===== src/rtl/game_ctrl_pkg.sv =====
// Shared definitions for the dino game-flow controller.
// Latency: n/a (types and constants only).
// Backpressure: n/a.
//   LIVES_W   width of the lives counter
//   state_t   state codes, also exported on the debug/LED state port
package game_ctrl_pkg;

  localparam int LIVES_W = 4;

  typedef enum logic [2:0] {
    ST_IDLE  = 3'd0,
    ST_RUN   = 3'd1,
    ST_PAUSE = 3'd2,
    ST_HIT   = 3'd3,
    ST_OVER  = 3'd4
  } state_t;

endpackage


===== src/rtl/game_ctrl_pulse_timer.sv =====
// Saturating down-counter used for the jump pulse, overlay hold and invulnerability window.
// Latency: load/clear take effect on the next edge; busy/last decode the registered count.
// Backpressure: none; freeze holds the count in place.
//   clk, rst     clock, synchronous active-high reset
//   load         reload count to N
//   clear        force count to 0 (wins over load)
//   freeze       hold count while set
//   busy         count is non-zero
//   last         count is 1, i.e. this is the final busy cycle
module game_ctrl_pulse_timer #(
  parameter int unsigned N = 1
) (
  input  logic clk,
  input  logic rst,
  input  logic load,
  input  logic clear,
  input  logic freeze,
  output logic busy,
  output logic last
);

  localparam int W = $clog2(N + 1);
  localparam logic [W-1:0] LOAD_VAL = W'(N);
  localparam logic [W-1:0] ONE      = W'(1);

  logic [W-1:0] cnt;

  always_ff @(posedge clk) begin
    if (rst) begin
      cnt <= '0;
    end else if (clear) begin
      cnt <= '0;
    end else if (load) begin
      cnt <= LOAD_VAL;
    end else if (!freeze && cnt != '0) begin
      // stops at zero rather than wrapping
      cnt <= cnt - ONE;
    end
  end

  assign busy = (cnt != '0);
  assign last = (cnt == ONE);

endmodule


===== src/rtl/game_ctrl.sv =====
// Game-flow controller: IDLE/RUN/PAUSE/HIT/OVER sequencing, start-jump pulse, overlay, lives.
// Latency: one cycle from an input edge to the corresponding output change.
// Backpressure: none; buttons are edge-qualified so a held button gives a single event.
//   clk, rst     clock, synchronous active-high reset
//   restart      start/restart button level     pause   pause button level
//   crash        collision level                show    game-over overlay enable
//   jump         start-jump pulse               running world scrolls (RUN, HIT)
//   lives_left   remaining lives                state   current state code
module game_ctrl
  import game_ctrl_pkg::*;
#(
  parameter int unsigned JUMP_CYCLES   = 1000,
  parameter int unsigned SHOW_CYCLES   = 50000000,
  parameter int unsigned INVULN_CYCLES = 25000000,
  parameter int unsigned LIVES         = 3
) (
  input  logic               clk,
  input  logic               rst,
  input  logic               restart,
  input  logic               pause,
  input  logic               crash,
  output logic               show,
  output logic               jump,
  output logic               running,
  output logic [LIVES_W-1:0] lives_left,
  output logic [2:0]         state
);

  localparam logic [LIVES_W-1:0] LIVES_INIT = LIVES_W'(LIVES);
  localparam logic [LIVES_W-1:0] LIFE_ONE   = LIVES_W'(1);

  state_t             state_q, state_d;
  logic               restart_q, pause_q;
  logic               restart_rise, pause_rise;
  logic [LIVES_W-1:0] lives_q, lives_d;

  logic start_game, crash_run, lose_last;
  logic jump_load, jump_clear, jump_freeze, jump_busy, jump_last;
  logic show_load, show_clear, show_busy, show_last;
  logic inv_load, inv_clear, inv_busy, inv_last;
  logic unused_timer_last;

  assign restart_rise = restart & ~restart_q;
  assign pause_rise   = pause & ~pause_q;

  // State, edge-detect and lives registers
  always_ff @(posedge clk) begin
    if (rst) begin
      state_q   <= ST_IDLE;
      restart_q <= 1'b0;
      pause_q   <= 1'b0;
      lives_q   <= LIVES_INIT;
    end else begin
      state_q   <= state_d;
      restart_q <= restart;
      pause_q   <= pause;
      lives_q   <= lives_d;
    end
  end

  // Next-state logic
  always_comb begin
    state_d = state_q;
    case (state_q)
      ST_IDLE:  if (restart_rise) state_d = ST_RUN;
      ST_RUN: begin
        // crash beats a simultaneous pause
        if (crash)           state_d = (lives_q <= LIFE_ONE) ? ST_OVER : ST_HIT;
        else if (pause_rise) state_d = ST_PAUSE;
      end
      ST_PAUSE: if (pause_rise) state_d = ST_RUN;
      // leave on the last invulnerable cycle so HIT lasts exactly INVULN_CYCLES
      ST_HIT:   if (inv_last || !inv_busy) state_d = ST_RUN;
      ST_OVER:  if (restart_rise) state_d = ST_RUN;
      default:  state_d = ST_IDLE;
    endcase
  end

  // Timer controls, lives update and outputs
  always_comb begin
    start_game  = ((state_q == ST_IDLE) || (state_q == ST_OVER)) && restart_rise;
    crash_run   = (state_q == ST_RUN) && crash;
    lose_last   = crash_run && (lives_q <= LIFE_ONE);

    jump_load   = start_game;
    jump_clear  = lose_last;
    jump_freeze = (state_q == ST_PAUSE);

    // overlay hold only follows a restart out of OVER, not the first start from IDLE
    show_load   = (state_q == ST_OVER) && restart_rise;
    show_clear  = lose_last;

    inv_load    = crash_run && !lose_last;
    inv_clear   = lose_last;

    lives_d = lives_q;
    if (start_game)                    lives_d = LIVES_INIT;
    else if (crash_run && lives_q != '0) lives_d = lives_q - LIFE_ONE;

    running    = (state_q == ST_RUN) || (state_q == ST_HIT);
    show       = (state_q == ST_OVER) || show_busy;
    jump       = jump_busy;
    lives_left = lives_q;
    state      = state_q;
  end

  assign unused_timer_last = jump_last ^ show_last;

  game_ctrl_pulse_timer #(.N(JUMP_CYCLES)) u_jump_tmr (
    .clk(clk), .rst(rst), .load(jump_load), .clear(jump_clear),
    .freeze(jump_freeze), .busy(jump_busy), .last(jump_last)
  );

  game_ctrl_pulse_timer #(.N(SHOW_CYCLES)) u_show_tmr (
    .clk(clk), .rst(rst), .load(show_load), .clear(show_clear),
    .freeze(1'b0), .busy(show_busy), .last(show_last)
  );

  game_ctrl_pulse_timer #(.N(INVULN_CYCLES)) u_inv_tmr (
    .clk(clk), .rst(rst), .load(inv_load), .clear(inv_clear),
    .freeze(1'b0), .busy(inv_busy), .last(inv_last)
  );

endmodule

===== config.mk =====
export PLATFORM = sky130hd
export DESIGN_NAME = game_ctrl
export DESIGN_NICKNAME = d
export VERILOG_FILES = /design/src/rtl/game_ctrl_pkg.sv /design/src/rtl/game_ctrl_pulse_timer.sv /design/src/rtl/game_ctrl.sv
export SDC_FILE = /design/constraint.sdc
export NUM_CORES = 1
export LEC_CHECK = 0
export BUFFER_PORTS_ARGS = -buffer_cell sky130_fd_sc_hd__buf_4
export CORE_UTILIZATION = 30
export CTS_CLUSTER_DIAMETER = 120
export DETAILED_ROUTE_END_ITERATION = 8
export SETUP_SLACK_MARGIN = 0.15
export SLEW_MARGIN = 30
export SYNTH_ARGS = -nofsm -noshare
export SYNTH_HDL_FRONTEND = slang
export SYNTH_HIERARCHICAL = 1
export SYNTH_SLANG_ARGS = --single-unit

===== constraint.sdc =====
create_clock -name clk -period 3.2 [get_ports clk]
set_input_delay 0.16 -clock clk [delete_from_list [all_inputs] [get_ports clk]]
set_output_delay 0.16 -clock clk [all_outputs]
set_load 0.05 [all_outputs]

---- Word level (Yosys, flattened, before mapping) ----
Cells that the tools add are included.
storage, ports and cells
  register bits after elaboration ......... 70
  latch bits .............................. 0
  memory bits (writable) .................. 0
  ROM bits ................................ 0
  input bits .............................. 5
  output and inout bits ................... 10
  word-level logic and storage cells ...... 70
  memories ................................ 0
operators by class
  $add $sub $neg .......................... 4
  multiply operators ...................... 0
  divide/modulo/power cells ............... 0
  order comparisons ....................... 1
  equal/unequal tests ..................... 9
  shift operators ......................... 0
  muxes and demuxes ....................... 13
  bitwise gates (word level) .............. 4
  reductions and logical operators ........ 29
operators by type and width
  operator                                                                count
  26-bit 2-to-1 mux                                                       2
  25-bit 2-to-1 mux                                                       2
  26-bit nonzero test                                                     1
  26-bit by 1-bit subtractor with 26-bit output (second input constant)   1
  25-bit by 1-bit == test with 1-bit output (second input constant)       1
  25-bit nonzero test                                                     1
  25-bit by 1-bit subtractor with 25-bit output (second input constant)   1
  10-bit 2-to-1 mux                                                       2
  3-bit 2-to-1 mux                                                        6
  3-bit one-hot mux with 4 select lines                                   1
  10-bit nonzero test                                                     1
  10-bit by 1-bit subtractor with 10-bit output (second input constant)   1
  3-bit OR reduction                                                      3
  1-bit logical AND                                                       7
  3-bit by 2-bit == test with 1-bit output (second input constant)        2
  2-bit nonzero test                                                      3
  2-bit OR reduction                                                      3
  4-bit by 1-bit <= comparator with 1-bit output (second input constant)  1
  1-bit logical OR                                                        4
  2-bit != test (second input constant)                                   2
  4-bit AND reduction                                                     1
  4-bit nonzero test                                                      1
  4-bit by 1-bit subtractor with 4-bit output (second input constant)     1
  3-bit by 1-bit == test with 1-bit output (second input constant)        1
  other kinds (7)                                                         11

---- Logic depth before layout (Yosys ltp) ----
Gate-level depths: netlist of the first run.
  word-level depth ........................ 6
  mapped depth ............................ 10
  depth with buffers taken out ............ 9

---- Hierarchy ----
The synthesis of the first run kept the hierarchy.
by module, submodules not included
  module                              instances  cells each  area each (µm²)  sequential area each (µm²)
  game_ctrl_pulse_timer (u_show_tmr)  1          169         1,438.9          520.5
  game_ctrl_pulse_timer (u_inv_tmr)   1          156         1,348.8          500.5
  game_ctrl_pulse_timer (u_jump_tmr)  1          69          601.8            200.2
  game_ctrl                           1          67          581.8            180.2

---- Worst setup path before layout of the first run ----
No wires, ideal clock.
  path kind ............................... register -> register
  start point ............................. register lives_q[0] (netlist: lives_left[0])
  end point ............................... register u_inv_tmr.cnt[2]
  library setup time ...................... 0.116 ns
  arrival time ............................ 2.526 ns
  data required time ...................... 3.084 ns
  setup slack ............................. 0.558 ns
  cell stages (with the launch flop) ...... 11
  path buffers ............................ 1
  clock period less this slack ............ 2.642 ns
  cells stage by stage .................... dfxtp_1 -> inv_1 -> ha_1 -> or2_1 -> a21o_1 -> inv_1 -> clkbuf_1 -> clkinv_1 -> nand2_1 -> nor2_1 -> a31o_2
on the way
  word-level cells in the longest chain between the ends .. 5
RTL lines
  element                                         line                         RTL
  start, declared                                 game_ctrl.sv:35              logic [LIVES_W-1:0] lives_q, lives_d;
  start signal, assigned                          game_ctrl.sv:57              lives_q <= lives_d;
  4-bit by 1-bit <= comparator with 1-bit output  game_ctrl.sv:83              lose_last = crash_run && (lives_q <= LIFE_ONE);
  1-bit logical AND                               game_ctrl.sv:83
  1-bit zero test                                 game_ctrl.sv:93              inv_load = crash_run && !lose_last;
  1-bit logical AND                               game_ctrl.sv:93
  via inv_load                                    game_ctrl.sv:40              logic inv_load, inv_clear, inv_busy, inv_last;
  3-bit OR reduction (no line)                    -
  end signal, assigned                            game_ctrl_pulse_timer.sv:37  cnt <= cnt - ONE;
  end, declared                                   game_ctrl_pulse_timer.sv:26  logic [W-1:0] cnt;
The timed path passes the listed nets, and every way through them passes these cells.
A chain may end at the register's enable or synchronous reset.

---- Final worst setup path of the first run ----
  start point ............................. register u_show_tmr.cnt[9]
  end point ............................... output show
on the way
  word-level cells in the longest chain between the ends .. 2
RTL lines
  element                 line                         RTL
  start, declared         game_ctrl_pulse_timer.sv:26
  start signal, assigned  game_ctrl_pulse_timer.sv:37
  26-bit nonzero test     game_ctrl_pulse_timer.sv:41  assign busy = (cnt != '0);
  via show_busy           game_ctrl.sv:39              logic show_load, show_clear, show_busy, show_last;
  1-bit logical OR        game_ctrl.sv:101             show = (state_q == ST_OVER) || show_busy;
  end, declared           game_ctrl.sv:22              output logic show,
The timed path passes the listed nets, and every way through them passes these cells.

==> impl_results.md, run 1 <==
- Max-slew headroom: around 40%
- Diode count: 0
- Final hold vios: 0
- Max frequency: 371 MHz
- Placed Cells: ~640
- Die Footprint: about 14000 um2
- R2R Path End: u_show_tmr/cnt[19]$_SDFFE_PP0P_
- Max incr delay on CP: about 0.60 ns
- Deepest clock path buffer count: 2
- Post-Layout Inst Area: roughly 4600 um2
- Hold Path Sink: restart_q$_SDFF_PP0_
- Lkg Pwr: 1.71 nW
- DR iter-0 viols: 175
- Crit path cell chain: or4_4, or2_1, or4_4, a21o_1, buf_4
- Post-DR vias/cell: about 5.4
- Drt wl/cell: 13.9 um
- Max-cap violations: 0
- Post-Syn Area per Cell: between 8 and 9 um2
- Overall Power: ~5.2 mW
- Largest net degree at the start of global routing: 18
- Detail Placement HPWL: around 6700 um
- Peak supply drop: ~0.47 mV
- Reg2reg start: u_show_tmr/cnt[0]$_SDFFE_PP0P_
- Root Driver: clkbuf_16
- Area growth, synth to finish: 16.6%
- Reg2Reg Setup Slack: 0.55 ns
- Layout Nets: just under 500
- Layout cells sized above 1: between 15 and 20%
- Gpl congestion: 0.835
- Hold buffers post-CTS: 0
- Measured slew at the worst slew-check pin: between 0.8 and 0.9 ns
- Fin. max-slew vios: 0
- HP Class: input port to register
- Final period utilization: 84.2%
- Finished Core Util: a little over a third
- RSZ-0062 raised after global routing: no
- H-tree levels: 3
- Critical Path Start Type: register
- Initial Util: ~31%
- Vias in the first global route: ~3300
- CTS tree: built
- Die H: ~120 um
- GR Overflow Total: 0
- CTS clk-pin slew, worst paths: 0.06 ns
- Hold path depth: 2
- Top cell by count, worst path: or4_4
- Synth warn: 6
- Status: finished clean
- CP Max Fanout: 6
- Core Region: about 13000 um2
- Via count: between 3000 and 4000
- CP required: between 3 and 4 ns
- Post-placement cell area: between 4000 and 5000 um2
- Reg2reg path depth: 7
- CP delay by family, top: simple AND/OR/NAND/NOR gates
- Layout Cells excl Fill: ~660
- Initial antenna violation count: 0
- Synthesized netlist cell count: approximately 460
- Critical Path AT: between 2 and 3 ns
- Die Width: 116 um
- Final WL: about 9000 um
- Clock Latency Late Sink: approximately 0.33 ns
- Post-cts sizing count: 0
- Min Tclk post-route: approximately 2.7 ns
- Clock sinks: 70
- Final setup vio count: 0
- Post-CTS setup buffer count: 0
- CP Class: register to output pin
- Slowest cell on crit path: or4_4
- # DRC: 0
- Crit path capture type: output pin
- CP bufs+invs: 1
- Std cell rows: slightly above 40
- TritonCTS buffer count: 9
- I/O Buffers: 14
- Pwr dens: about 1100 nW/um2
- Antenna-violating nets left: 0
- Final Skew: 0.00898 ns
- Cell Area, Synth: roughly 4000 um2
- Total Routing Usage GR: 14.5%
- Ports: 15
- Hold Startpoint: restart
- Setup TNS: 0 ns
- First-pass GRT wire length: between 15000 and 20000 um
- DRT Pass-1 Iters: 4
-- layer usage --
metal  wire (um)  global-route usage [%]
met1        4380                    18.1
met2        4460                    24.7
met3         215                    3.48
met4          69                    4.36
met5           0                       0
-- per-stage QoR --
stage | setup WS [ns] | hold WS (ns)
final | 0.506 | 0.0663
after global routing | 0.330 | 0.0612
after CTS | 0.482 | 0.0496
after detailed placement | 0.646 | 0.394
after global placement | 0.701 | 0.390
after floorplan | 0.558 | 0.227
-- cell usage in the layout, fill, tap and decap left out, types with 4 or more instances in the layout --
cell and n:
conb_1 11, o31ai_1 10, and3_1 4, nor2b_1 11
nor2_1 45, a211oi_1 8, clkbuf_16 9, or3_2 4
or2_2 4, nor4_1 19, o41ai_1 8, nor3_1 15
inv_1 19, o21ai_0 14, a31oi_1 15, nand2_1 19
or3_1 12, buf_4 21, or4_1 11, xnor2_1 8
nand4_1 6, or4_4 4, a21oi_1 24, ha_1 8
dfxtp_1 70, a311oi_1 7, a31o_2 6, xor2_1 7
nand3_1 10
-- worst max path at each step --
| stage | start | end | slack, ns | depth (start not counted) |
|---|---|---|---|---|
| 2_1_floorplan | lives_left[0]$_SDFFE_PP1P_ | u_inv_tmr/cnt[2]$_SDFFE_PP0P_ | 0.56 | 10 |
| 3_3_place_gp | u_show_tmr/cnt[0]$_SDFFE_PP0P_ | u_show_tmr/cnt[13]$_SDFFE_PP0P_ | 0.70 | 7 |
| 3_5_place_dp | u_show_tmr/cnt[0]$_SDFFE_PP0P_ | u_show_tmr/cnt[19]$_SDFFE_PP0P_ | 0.65 | 7 |
| 4_1_cts | u_show_tmr/cnt[9]$_SDFFE_PP0P_ | show | 0.48 | 5 |
| 5_1_grt | u_show_tmr/cnt[0]$_SDFFE_PP0P_ | u_show_tmr/cnt[19]$_SDFFE_PP0P_ | 0.33 | 7 |
| 6_report | u_show_tmr/cnt[9]$_SDFFE_PP0P_ | show | 0.51 | 5 |
-- registers in the layout, indices dropped and copies added, names as in the netlist --
signal and flops:
lives_left 4, pause_q 1, restart_q 1, state 3
u_inv_tmr/cnt 25, u_jump_tmr/cnt 10, u_show_tmr/cnt 26
-- final cells by class --
cell class	instances	area, um2
Clock buffer	12	256
Clock inverter	4	77.6
Fill cell	1293	8090
Inverter	20	75.1
Multi-Input combinational cell	358	2400
Sequential cell	70	1400
Tap cell	172	215
Timing Repair Buffer	21	158
-- report_power, final --
group	internal (mW)	switching, mW	total (mW)	leakage, nW
sequential	1.15	0.358	1.51	0.574
combinational	1.06	1.54	2.59	0.969
clock	0.729	0.369	1.10	0.163
total	2.94	2.26	5.20	1.71
Power figures use the tool's default switching activity.
==> run 2: changes to the inputs <==
Clock period 3.2 ns to 2.75 ns, I/O delays scaled along.
==> impl_results.md, run 2 (same netlist as run 1, synthesis figures left out) <==
- Peak supply drop: 0.510 mV
- RSZ-0062 raised after global routing: yes
- Fin. max-slew vios: 0
- Post-DR vias/cell: roughly 5.3
- Largest register FFs: 26
- Hold WS: roughly 0.041 ns
- Die Footprint: about 14000 um2
- Final period utilization: 92.5%
- Commonest non-fill, non-tap cell in the layout: dfxtp_1
- Std cell rows: ~40
- Area growth, synth to finish: 17.2%
- Initial Util: a little under a third
- # DRC: 0
- Clock sinks: 70
- Critical Path AT: between 2 and 2.5 ns
- Die Width: between 100 and 150 um
- Ports: 15
- Total Routing Usage GR: between 10% and 20%
- Final Skew: around 0.0080 ns
- I/O Buffers: 14
- Measured slew at the worst slew-check pin: around 0.95 ns
- Crit path capture type: output pin
- Max-cap violations: 0
- Core Region: approximately 13000 um2
- GR Overflow Total: 0
- Initial antenna violation count: 0
- HP Class: input port to register
- Gpl congestion: 0.839
- Final setup vio count: 0
- Reg2Reg Setup Slack: 0.29 ns
- Vias in the first global route: approximately 3300
- DR iter-0 viols: around 100
- Lkg Pwr: approximately 1.7 nW
- Clock Latency Late Sink: approximately 0.33 ns
- CTS tree: built
- Layout cells sized above 1: 18.2%
- H-tree levels: 3
- Pwr dens: ~1300 nW/um2
- Max-slew headroom: 36.9%
- TritonCTS buffer count: 9
- Final hold vios: 0
- Die H: roughly 120 um
- First-pass GRT wire length: roughly 16000 um
- CP required: 2.61 ns
- Biggest register: u_show_tmr/cnt
- Most frequent cells in the layout: 68 x dfxtp_1, 45 x nor2_1, 31 x buf_4, 25 x a21oi_1
- CTS clk-pin slew, worst paths: 0.06 ns
- Drt wl/cell: roughly 14 um
- CP Class: register to output pin
- Overall Power: a little under 6 mW
- Layout Nets: just over 500
- CP Max Fanout: 6
- Min Tclk post-route: between 2 and 3 ns
- Detail Placement HPWL: ~6800 um
- Setup TNS: 0 ns
- Setup ws final: slightly above 0.2 ns
- Hold buffers post-CTS: 0
- Critical Path Start Type: register
- DRT Pass-1 Iters: 4
- Diode count: 0
- Pre-CTS setup slack: ~0.25 ns
- Largest net degree at the start of global routing: 18
- Final WL: around 9300 um
- Root Driver: clkbuf_16
- Largest regs: u_show_tmr/cnt x26, u_inv_tmr/cnt x25, u_jump_tmr/cnt x10
- Deepest clock path buffer count: 2
- Max frequency: 393 MHz
- Status: finished clean
- Via count: 3503
- Antenna-violating nets left: 0
==> run 2: cell types whose count changed in the layout (fill, tap and decap cells not counted), sizes merged <==
cell	delta
bufinv	-2
clkbuf	-3
clkinvlp	+2
clkinv	+2
buf	+10
==> run 2: cell type report <==
type,count,area (um2)
Fill cell,1300,8070
Multi-Input combinational cell,358,2410
Sequential cell,70,1400
Timing Repair Buffer,31,233
Clock buffer,9,225
Tap cell,172,215
Inverter,20,75.1
Clock inverter,6,38.8
==> run 2: timing repair <==
item	CTS	global route
buffers inserted	1	2
cloned	0	0
resized for setup	1	3
pin swaps	1	2
endpoints found under the setup margin	1	5
==> run 2: final timing paths <==
check                                  start                             end  cells after the start
max reg2reg   u_inv_tmr/cnt[16]$_SDFFE_PP0P_  u_inv_tmr/cnt[24]$_SDFFE_PP0P_                      5
min reg2reg   u_inv_tmr/cnt[15]$_SDFFE_PP0P_  u_inv_tmr/cnt[15]$_SDFFE_PP0P_                      2
max          u_show_tmr/cnt[11]$_SDFFE_PP0P_                            show                      5
min                                  restart            restart_q$_SDFF_PP0_                      2
==> run 2: worst max-delay path, cell delays in order, from the launching register on <==
cell and delay, ns:
dfxtp_1 0.33, or4_4 0.54, or2_4 0.27, or4_4 0.57
a21o_1 0.18, buf_4 0.18
==> run 2: routing by layer <==
layer  part of all wire, %  routed length (um)  GRT usage (%)  vias up
met5                     0                   0              0        -
met4                  0.67                  63           4.62        0
met3                   2.2                 201           3.11        4
met2                    50                4640           26.1       31
met1                    47                4430           18.4     1650
li1                      -                   -              -     1818
==> run 2: power by group <==
part / leakage (nW) / internal (mW) / switching [mW]
Sequential: 0.573 / 1.34 / 0.416
Combinational: 1.02 / 1.32 / 1.78
Clock: 0.127 / 0.603 / 0.436
Total: 1.72 / 3.27 / 2.64
==> run 2: through the flow <==
step,instance area (um2),cells,util (%)
floorplan,3970,466,-
global placement,4300,648,33.9
detailed placement,4300,648,33.9
CTS,4570,664,36.1
global route,4600,666,36.3
finish,4600,666,36.3
